### src/rtl/seq_integer_divider_pkg.sv
// -----------------------------------------------------------------------------
// seq_integer_divider_pkg
// Shared definitions for the iterative signed divider: FSM state encoding and
// the per-operation result mode constants.
// -----------------------------------------------------------------------------
package seq_integer_divider_pkg;

    typedef enum logic [2:0] {
        IDLE  = 3'd0,
        CHECK = 3'd1,
        LOOP  = 3'd2,
        FIX   = 3'd3,
        DONE  = 3'd4
    } state_t;

    localparam logic MODE_TRUNC = 1'b0;  // C semantics: quotient rounds toward zero
    localparam logic MODE_EUCL  = 1'b1;  // remainder always in [0, |y|)

endpackage

### src/rtl/seq_integer_divider_if.sv
// -----------------------------------------------------------------------------
// seq_integer_divider_if
// Operand and result handshake bundle for seq_integer_divider.
//   in_valid/in_ready   : operand handshake (x, y, mode)
//   out_valid/out_ready : result handshake (q, r, no_idiv)
// master : producer/consumer side (drives operands, takes results)
// slave  : divider side
// -----------------------------------------------------------------------------
interface seq_integer_divider_if #(
    parameter int N = 16
);
    logic                    in_valid;
    logic                    in_ready;
    logic signed [N-1:0]     x;
    logic signed [N/2-1:0]   y;
    logic                    mode;
    logic                    out_valid;
    logic                    out_ready;
    logic signed [N/2-1:0]   q;
    logic signed [N/2-1:0]   r;
    logic                    no_idiv;

    modport master (
        output in_valid, x, y, mode, out_ready,
        input  in_ready, out_valid, q, r, no_idiv
    );

    modport slave (
        input  in_valid, x, y, mode, out_ready,
        output in_ready, out_valid, q, r, no_idiv
    );
endinterface

### src/rtl/seq_integer_divider_div_step.sv
// -----------------------------------------------------------------------------
// div_step
// One combinational restoring-division step on magnitudes.
//   i_t    : {partial remainder, next dividend bit}, N/2+1 bits
//   i_yabs : divisor magnitude, N/2 bits
//   o_qbit : quotient bit (1 when i_t >= i_yabs)
//   o_prem : new partial remainder, always < i_yabs so it fits N/2 bits
// -----------------------------------------------------------------------------
module div_step #(
    parameter int N = 16
) (
    input  logic [N/2:0]   i_t,
    input  logic [N/2-1:0] i_yabs,
    output logic           o_qbit,
    output logic [N/2-1:0] o_prem
);
    localparam int H = N / 2;

    logic [H:0] w_yext;
    logic [H:0] w_diff;

    assign w_yext = {1'b0, i_yabs};
    assign w_diff = i_t - w_yext;
    assign o_qbit = (i_t >= w_yext);
    assign o_prem = o_qbit ? w_diff[H-1:0] : i_t[H-1:0];
endmodule

### src/rtl/seq_integer_divider.sv
// -----------------------------------------------------------------------------
// seq_integer_divider
// Iterative signed divider: N-bit dividend / N/2-bit divisor, one restoring
// step per clock, truncating or Euclidean result, error flag for divide-by-zero
// and quotient overflow.
//   i_clk  : clock, rising edge
//   i_rst  : synchronous reset, active-high
//   io_bus : operand/result handshakes (slave side of seq_integer_divider_if)
// -----------------------------------------------------------------------------
module seq_integer_divider
    import seq_integer_divider_pkg::*;
#(
    parameter int N = 16
) (
    input  logic                  i_clk,
    input  logic                  i_rst,
    seq_integer_divider_if.slave  io_bus
);
    localparam int H  = N / 2;
    localparam int CW = (H > 1) ? $clog2(H) : 1;
    localparam logic signed [H:0] ONE = 1;

    state_t         r_state, w_state_nxt;
    logic [H-1:0]   r_xhi, r_xlo, r_yabs, r_prem;
    logic           r_sx, r_sy, r_mode, r_err;
    logic [CW-1:0]  r_cnt;
    logic signed [H-1:0] r_q, r_r;
    logic           r_no_idiv, r_out_valid;

    logic [N-1:0]   w_xabs;
    logic [H-1:0]   w_yabs;
    logic           w_no_div, w_qbit, w_ovf;
    logic [H-1:0]   w_prem;
    logic signed [H:0] w_qmag, w_rmag, w_yext, w_qt, w_rt, w_qf, w_rf;

    // Quotient does not fit H signed bits when the two top bits disagree.
    function automatic logic q_out_of_range(input logic signed [H:0] v);
        return v[H] != v[H-1];
    endfunction

    // Magnitudes are treated as unsigned, so the most negative input maps correctly.
    assign w_xabs = io_bus.x[N-1] ? $unsigned(-io_bus.x) : $unsigned(io_bus.x);
    assign w_yabs = io_bus.y[H-1] ? $unsigned(-io_bus.y) : $unsigned(io_bus.y);

    // |x| >= |y|*2^H is exactly "upper half of |x| >= |y|".
    assign w_no_div = (r_yabs == '0) || (r_xhi >= r_yabs);

    div_step #(.N(N)) u_step (
        .i_t    ({r_prem, r_xlo[H-1]}),
        .i_yabs (r_yabs),
        .o_qbit (w_qbit),
        .o_prem (w_prem)
    );

    // r_xlo doubles as the quotient register: dividend bits shift out of the
    // top while quotient bits shift in at the bottom.
    assign w_qmag = $signed({1'b0, r_xlo});
    assign w_rmag = $signed({1'b0, r_prem});
    assign w_yext = $signed({1'b0, r_yabs});
    assign w_qt   = (r_sx ^ r_sy) ? -w_qmag : w_qmag;
    assign w_rt   = r_sx ? -w_rmag : w_rmag;

    always_comb begin
        w_qf = w_qt;
        w_rf = w_rt;
        if (r_mode == MODE_EUCL && w_rt < 0) begin
            w_qf = r_sy ? (w_qt + ONE) : (w_qt - ONE);
            w_rf = w_rt + w_yext;
        end
    end

    assign w_ovf = q_out_of_range(w_qf);

    always_comb begin
        w_state_nxt = r_state;
        case (r_state)
            IDLE:    if (io_bus.in_valid) w_state_nxt = CHECK;
            // The error path passes through FIX so results load on the same
            // register stage as the normal path (out_valid two edges after accept).
            CHECK:   w_state_nxt = w_no_div ? FIX : LOOP;
            LOOP:    if (r_cnt == '0) w_state_nxt = FIX;
            FIX:     w_state_nxt = DONE;
            DONE:    if (io_bus.out_ready) w_state_nxt = IDLE;
            default: w_state_nxt = IDLE;
        endcase
    end

    always_ff @(posedge i_clk) begin
        if (i_rst) begin
            r_state     <= IDLE;
            r_out_valid <= 1'b0;
            r_q         <= '0;
            r_r         <= '0;
            r_no_idiv   <= 1'b0;
        end else begin
            r_state <= w_state_nxt;
            if (r_state == FIX) begin
                r_out_valid <= 1'b1;
                if (r_err || w_ovf) begin
                    r_q       <= '0;
                    r_r       <= '0;
                    r_no_idiv <= 1'b1;
                end else begin
                    r_q       <= w_qf[H-1:0];
                    r_r       <= w_rf[H-1:0];
                    r_no_idiv <= 1'b0;
                end
            end else if (r_state == DONE && io_bus.out_ready) begin
                r_out_valid <= 1'b0;
            end
        end
    end

    always_ff @(posedge i_clk) begin
        case (r_state)
            IDLE: if (io_bus.in_valid) begin
                r_xhi  <= w_xabs[N-1:H];
                r_xlo  <= w_xabs[H-1:0];
                r_yabs <= w_yabs;
                r_sx   <= io_bus.x[N-1];
                r_sy   <= io_bus.y[H-1];
                r_mode <= io_bus.mode;
            end
            CHECK: begin
                r_prem <= r_xhi;
                r_cnt  <= CW'(H - 1);
                r_err  <= w_no_div;
            end
            LOOP: begin
                r_prem <= w_prem;
                r_xlo  <= {r_xlo[H-2:0], w_qbit};
                r_cnt  <= r_cnt - 1'b1;
            end
            default: ;
        endcase
    end

    assign io_bus.in_ready  = (r_state == IDLE);
    assign io_bus.out_valid = r_out_valid;
    assign io_bus.q         = r_q;
    assign io_bus.r         = r_r;
    assign io_bus.no_idiv   = r_no_idiv;
endmodule

### src/flat_wrapper.sv
// flat-port wrapper written by rule: the top's interface ports become plain ports
module seq_integer_divider_flat import seq_integer_divider_pkg::*;
#(
    parameter int N = 16
)
  (i_clk, i_rst, io_bus_in_valid, io_bus_x, io_bus_y, io_bus_mode, io_bus_out_ready, io_bus_in_ready, io_bus_out_valid, io_bus_q, io_bus_r, io_bus_no_idiv);
  seq_integer_divider_if #(.N(N)) io_bus_i ();
  input  logic i_clk;
  input  logic i_rst;
  input wire logic [$bits(io_bus_i.in_valid)-1:0] io_bus_in_valid;
  input wire logic [$bits(io_bus_i.x)-1:0] io_bus_x;
  input wire logic [$bits(io_bus_i.y)-1:0] io_bus_y;
  input wire logic [$bits(io_bus_i.mode)-1:0] io_bus_mode;
  input wire logic [$bits(io_bus_i.out_ready)-1:0] io_bus_out_ready;
  output wire logic [$bits(io_bus_i.in_ready)-1:0] io_bus_in_ready;
  output wire logic [$bits(io_bus_i.out_valid)-1:0] io_bus_out_valid;
  output wire logic [$bits(io_bus_i.q)-1:0] io_bus_q;
  output wire logic [$bits(io_bus_i.r)-1:0] io_bus_r;
  output wire logic [$bits(io_bus_i.no_idiv)-1:0] io_bus_no_idiv;
  assign io_bus_i.in_valid = io_bus_in_valid;
  assign io_bus_i.x = io_bus_x;
  assign io_bus_i.y = io_bus_y;
  assign io_bus_i.mode = io_bus_mode;
  assign io_bus_i.out_ready = io_bus_out_ready;
  assign io_bus_in_ready = io_bus_i.in_ready;
  assign io_bus_out_valid = io_bus_i.out_valid;
  assign io_bus_q = io_bus_i.q;
  assign io_bus_r = io_bus_i.r;
  assign io_bus_no_idiv = io_bus_i.no_idiv;
  seq_integer_divider #(.N(N)) u_core (.i_clk(i_clk), .i_rst(i_rst), .io_bus(io_bus_i));
endmodule
### config.mk
export PLATFORM = sky130hd
export DESIGN_NAME = seq_integer_divider_flat
export DESIGN_NICKNAME = d
export VERILOG_FILES = /design/src/rtl/seq_integer_divider_pkg.sv /design/src/rtl/seq_integer_divider_if.sv /design/src/rtl/seq_integer_divider_div_step.sv /design/src/rtl/seq_integer_divider.sv /design/src/flat_wrapper.sv
export SDC_FILE = /design/constraint.sdc
export NUM_CORES = 1
export LEC_CHECK = 0
export CORE_MARGIN = 2
export CORE_UTILIZATION = 62
export DETAILED_ROUTE_END_ITERATION = 10
export PLACE_DENSITY_LB_ADDON = 0.08
export SYNTH_ARGS = -nofsm -noshare
export SYNTH_HDL_FRONTEND = slang
export SYNTH_SLANG_ARGS = --single-unit
### constraint.sdc
create_clock -name i_clk -period 5.9 [get_ports i_clk]
set_input_delay 1.18 -clock i_clk [delete_from_list [all_inputs] [get_ports i_clk]]
set_output_delay 1.18 -clock i_clk [all_outputs]
set_load 0.03 [all_outputs]
==> impl_metrics.toml <==
[setup_path]
r2r_slack_ps = 2080
critPathKind = "flop to flop"
crit_end = "u_core.io_bus.no_idiv"
r2r_cells = 11
cp_max_fo = 16
startpoint_type = "flop"
r2r_end = "u_core.io_bus.no_idiv"
r2r-start = "u_core.r_sx"
crit_start = "u_core.r_sx"
worst_setup_path_end_kind = "flop"
cp.arrival_ps = 4070
cp.required_ps = 6140

[yosys]
synth_edf_count = 39
ys_seq_area_frac = 0.367
netlist_area_sq_mm = 0.00434
ys_top_cells_by_area = "edfxtp_1, ha_1, dfxtp_1"
synth_fp_nets = 534
synthFlopType = "edfxtp_1"
syn_area_per_cell_sq_um = 9.31
synth_async_sr_flop_share = 0
syn_inst = 466
synthDistinctLibCells = 55
synth_top_area_frac = 0.270
yosysTopAreaCell = "edfxtp_1"
synth_warnings = 0
ys_ff_latch = 60

[cts]
clk_pin_slew_worst_paths_ps = 80
clk_latency_ps = 340
cts_hold_buf = 0
root_buffer = "clkbuf_8"
post_cts_buffers = 0
htree_levels = 3
clk_path_buf_depth = 2
tritoncts.num_buffers = 9
cts_tree = "yes"
cts_resized = 0
cts_sinks = 60

[pwr]
power_density_mw_per_mm2 = 381
p_total_mw = 1.94
cellLeakagePower_nw = 1.93
ir_drop_uv = 217

[place]
place_inst = 598
routabilityCongestion = 0.909
port_buffers = 47
dp_hpwl_mm = 7.05

[finish]
layout.nets = 581
instances_no_fill = 614
area_growth_syn_to_layout_pct = 17.3
final_core_util = 0.749
nFillCells = 502
drive_above_1_share = 0.0618
antenna_cells = 0

[worst_hold_path]
hold_class = "flop to flop"

[drt]
drt-pass1-iter-count = 6
avgViaCountPerCell = 5.88
post-route-drc-count = 0
first_iter_violations = 209
wl_mm = 9.29
route.vias.total = 3609
antenna_left = 0
avgRoutedWirePerCell_microns = 15.1

[job]
cap_violations = 0

[grt]
grt_first_pass_wirelength_mm = 15.1
antenna_found_initial = 0
grt_usage = 0.252
overflow = 0
grt_pass1_vias = 3238
grt_start_max_net_pins = 22

[sta]
rsz0062_at_grt = "no"
period_share = 0.648
hold_viol_final = 0
final-setup-viol-count = 0
skew_ps = 12.5
relSlewSlack = 0.331
finalSetupTns_ps = 0
worst_pin_slew_ps = 1000
drv_slew = 0
fin_crit_ps = 3820
clock.fmax_ghz = 0.261

[floorplanning]
dieArea_sq_mm = 0.00768
rows = 30
fp.dieH_microns = 87.6
die_w_microns = 87.6
io_pins = 48
core_sq_mm = 0.00679
start_util = 0.638

[run_status]
status = "completed"
layout by cell type, fill, tap and decap left out, drive strengths merged, types with 8 or more instances in the layout:
cell type / n
a21oi: 18
clkbuf: 13
clkdlybuf4s50: 47
dfxtp: 21
edfxtp: 39
ha: 36
inv: 25
mux2i: 12
nand2: 54
nand2b: 13
nor2: 30
nor3: 11
nor4: 8
o21ai: 36
o31ai: 19
xnor2: 34
xor2: 16
sequential cells by signal, indices dropped and copies added, names as in the netlist:
register,cells
u_core.io_bus.q,8
u_core.io_bus.r,8
u_core.r_prem,8
u_core.r_xhi,8
u_core.r_xlo,8
u_core.r_yabs,8
u_core.r_cnt,3
u_core.r_state,3
u_core.io_bus.no_idiv,1
u_core.io_bus.out_valid,1
u_core.r_err,1
u_core.r_mode,1
u_core.r_sx,1
u_core.r_sy,1
area by class of cell:
class / count / area [sq um] / area share
Multi-Input combinational cell: 365 / 2580 / 0.508
Inverter: 25 / 93.8 / 0.0184
Clock buffer: 13 / 170 / 0.0334
Clock inverter: 3 / 20.0 / 0.00394
Timing Repair Buffer: 52 / 508 / 0.0999
Tap cell: 96 / 120 / 0.0236
Sequential cell: 60 / 1590 / 0.313
metrics by stage:
step / area, sq um / hold slack [ps] / setup slack, ps
after floorplan: 4340 / 513 / 2460
after global placement: 4900 / 434 / 2190
after detailed placement: 4900 / 442 / 2130
after CTS: 5090 / 450 / 2110
after global routing: 5090 / 470 / 1800
final: 5090 / 446 / 2080
metal layers:
metal | global-route usage | vias up | part of all wire
li1 | - | 1795 | -
met1 | 0.340 | 1673 | 0.45
met2 | 0.418 | 129 | 0.48
met3 | 0.0518 | 12 | 0.060
met4 | 0.0629 | 0 | 0.0082
met5 | 0 | - | 0
report_power, final:
part           total, mW  internal (mW)  switching [mW]  leakage, nW
registers          0.619          0.538          0.0811        0.535
clock network      0.357          0.189           0.168       0.0908
logic              0.960          0.410           0.550         1.31
total               1.94           1.14           0.799         1.93
synthesized netlist by cell type, types with 4 or more instances:
cell type   n
inv_1      25
ha_1       36
or3_1       6
a21oi_1    18
nor2_1     30
nand2b_1   13
a21o_1      5
nor2b_1     5
o21ai_0    25
o21a_1      4
o31ai_2     6
nor3_1     11
o211ai_1    4
nor4_1      7
o31ai_1    13
mux2i_1    12
or4_1       4
xor2_1     16
nand3_1     6
nand2_1    54
edfxtp_1   39
dfxtp_1    21
xnor2_1    34
clkbuf_1   15
a31oi_1     4
o21ai_1    11
cells by family after synthesis:
| family | share of synthesized area |
|---|---|
| AO/OA/AOI/OAI | 0.178 |
| AND/OR/NAND/NOR | 0.168 |
| buffers and inverters | 0.0372 |
| flip-flops | 0.367 |
| adder cells (fa/ha/maj) | 0.118 |
| multiplexers | 0.0303 |
| XOR/XNOR | 0.101 |
critical path, cell delays in order, from the launching register on:
cell and delay, ps:
edfxtp_1 560, xnor2_1 530, mux2_2 440, fa_1 430, a211oi_2 270, nor3b_1 120
a221o_1 350, a311oi_2 240, o211ai_1 160, xor2_1 180, buf_4 200, o31a_1 240
worst min-delay path by stage:
stage                       start  slack, ps                    end  cells past startpoint
2_1_floorplan        u_core.r_err        510  u_core.io_bus.no_idiv                      1
4_1_cts        u_core.io_bus.r[1]        450     u_core.io_bus.r[1]                      2
6_report       u_core.io_bus.r[1]        450     u_core.io_bus.r[1]                      2
3_5_place_dp   u_core.io_bus.r[1]        440     u_core.io_bus.r[1]                      2
3_3_place_gp   u_core.io_bus.q[4]        430     u_core.io_bus.q[4]                      2
5_1_grt        u_core.io_bus.r[5]        470     u_core.io_bus.r[5]                      2
No activity file was read; power rests on OpenSTA's default activity.
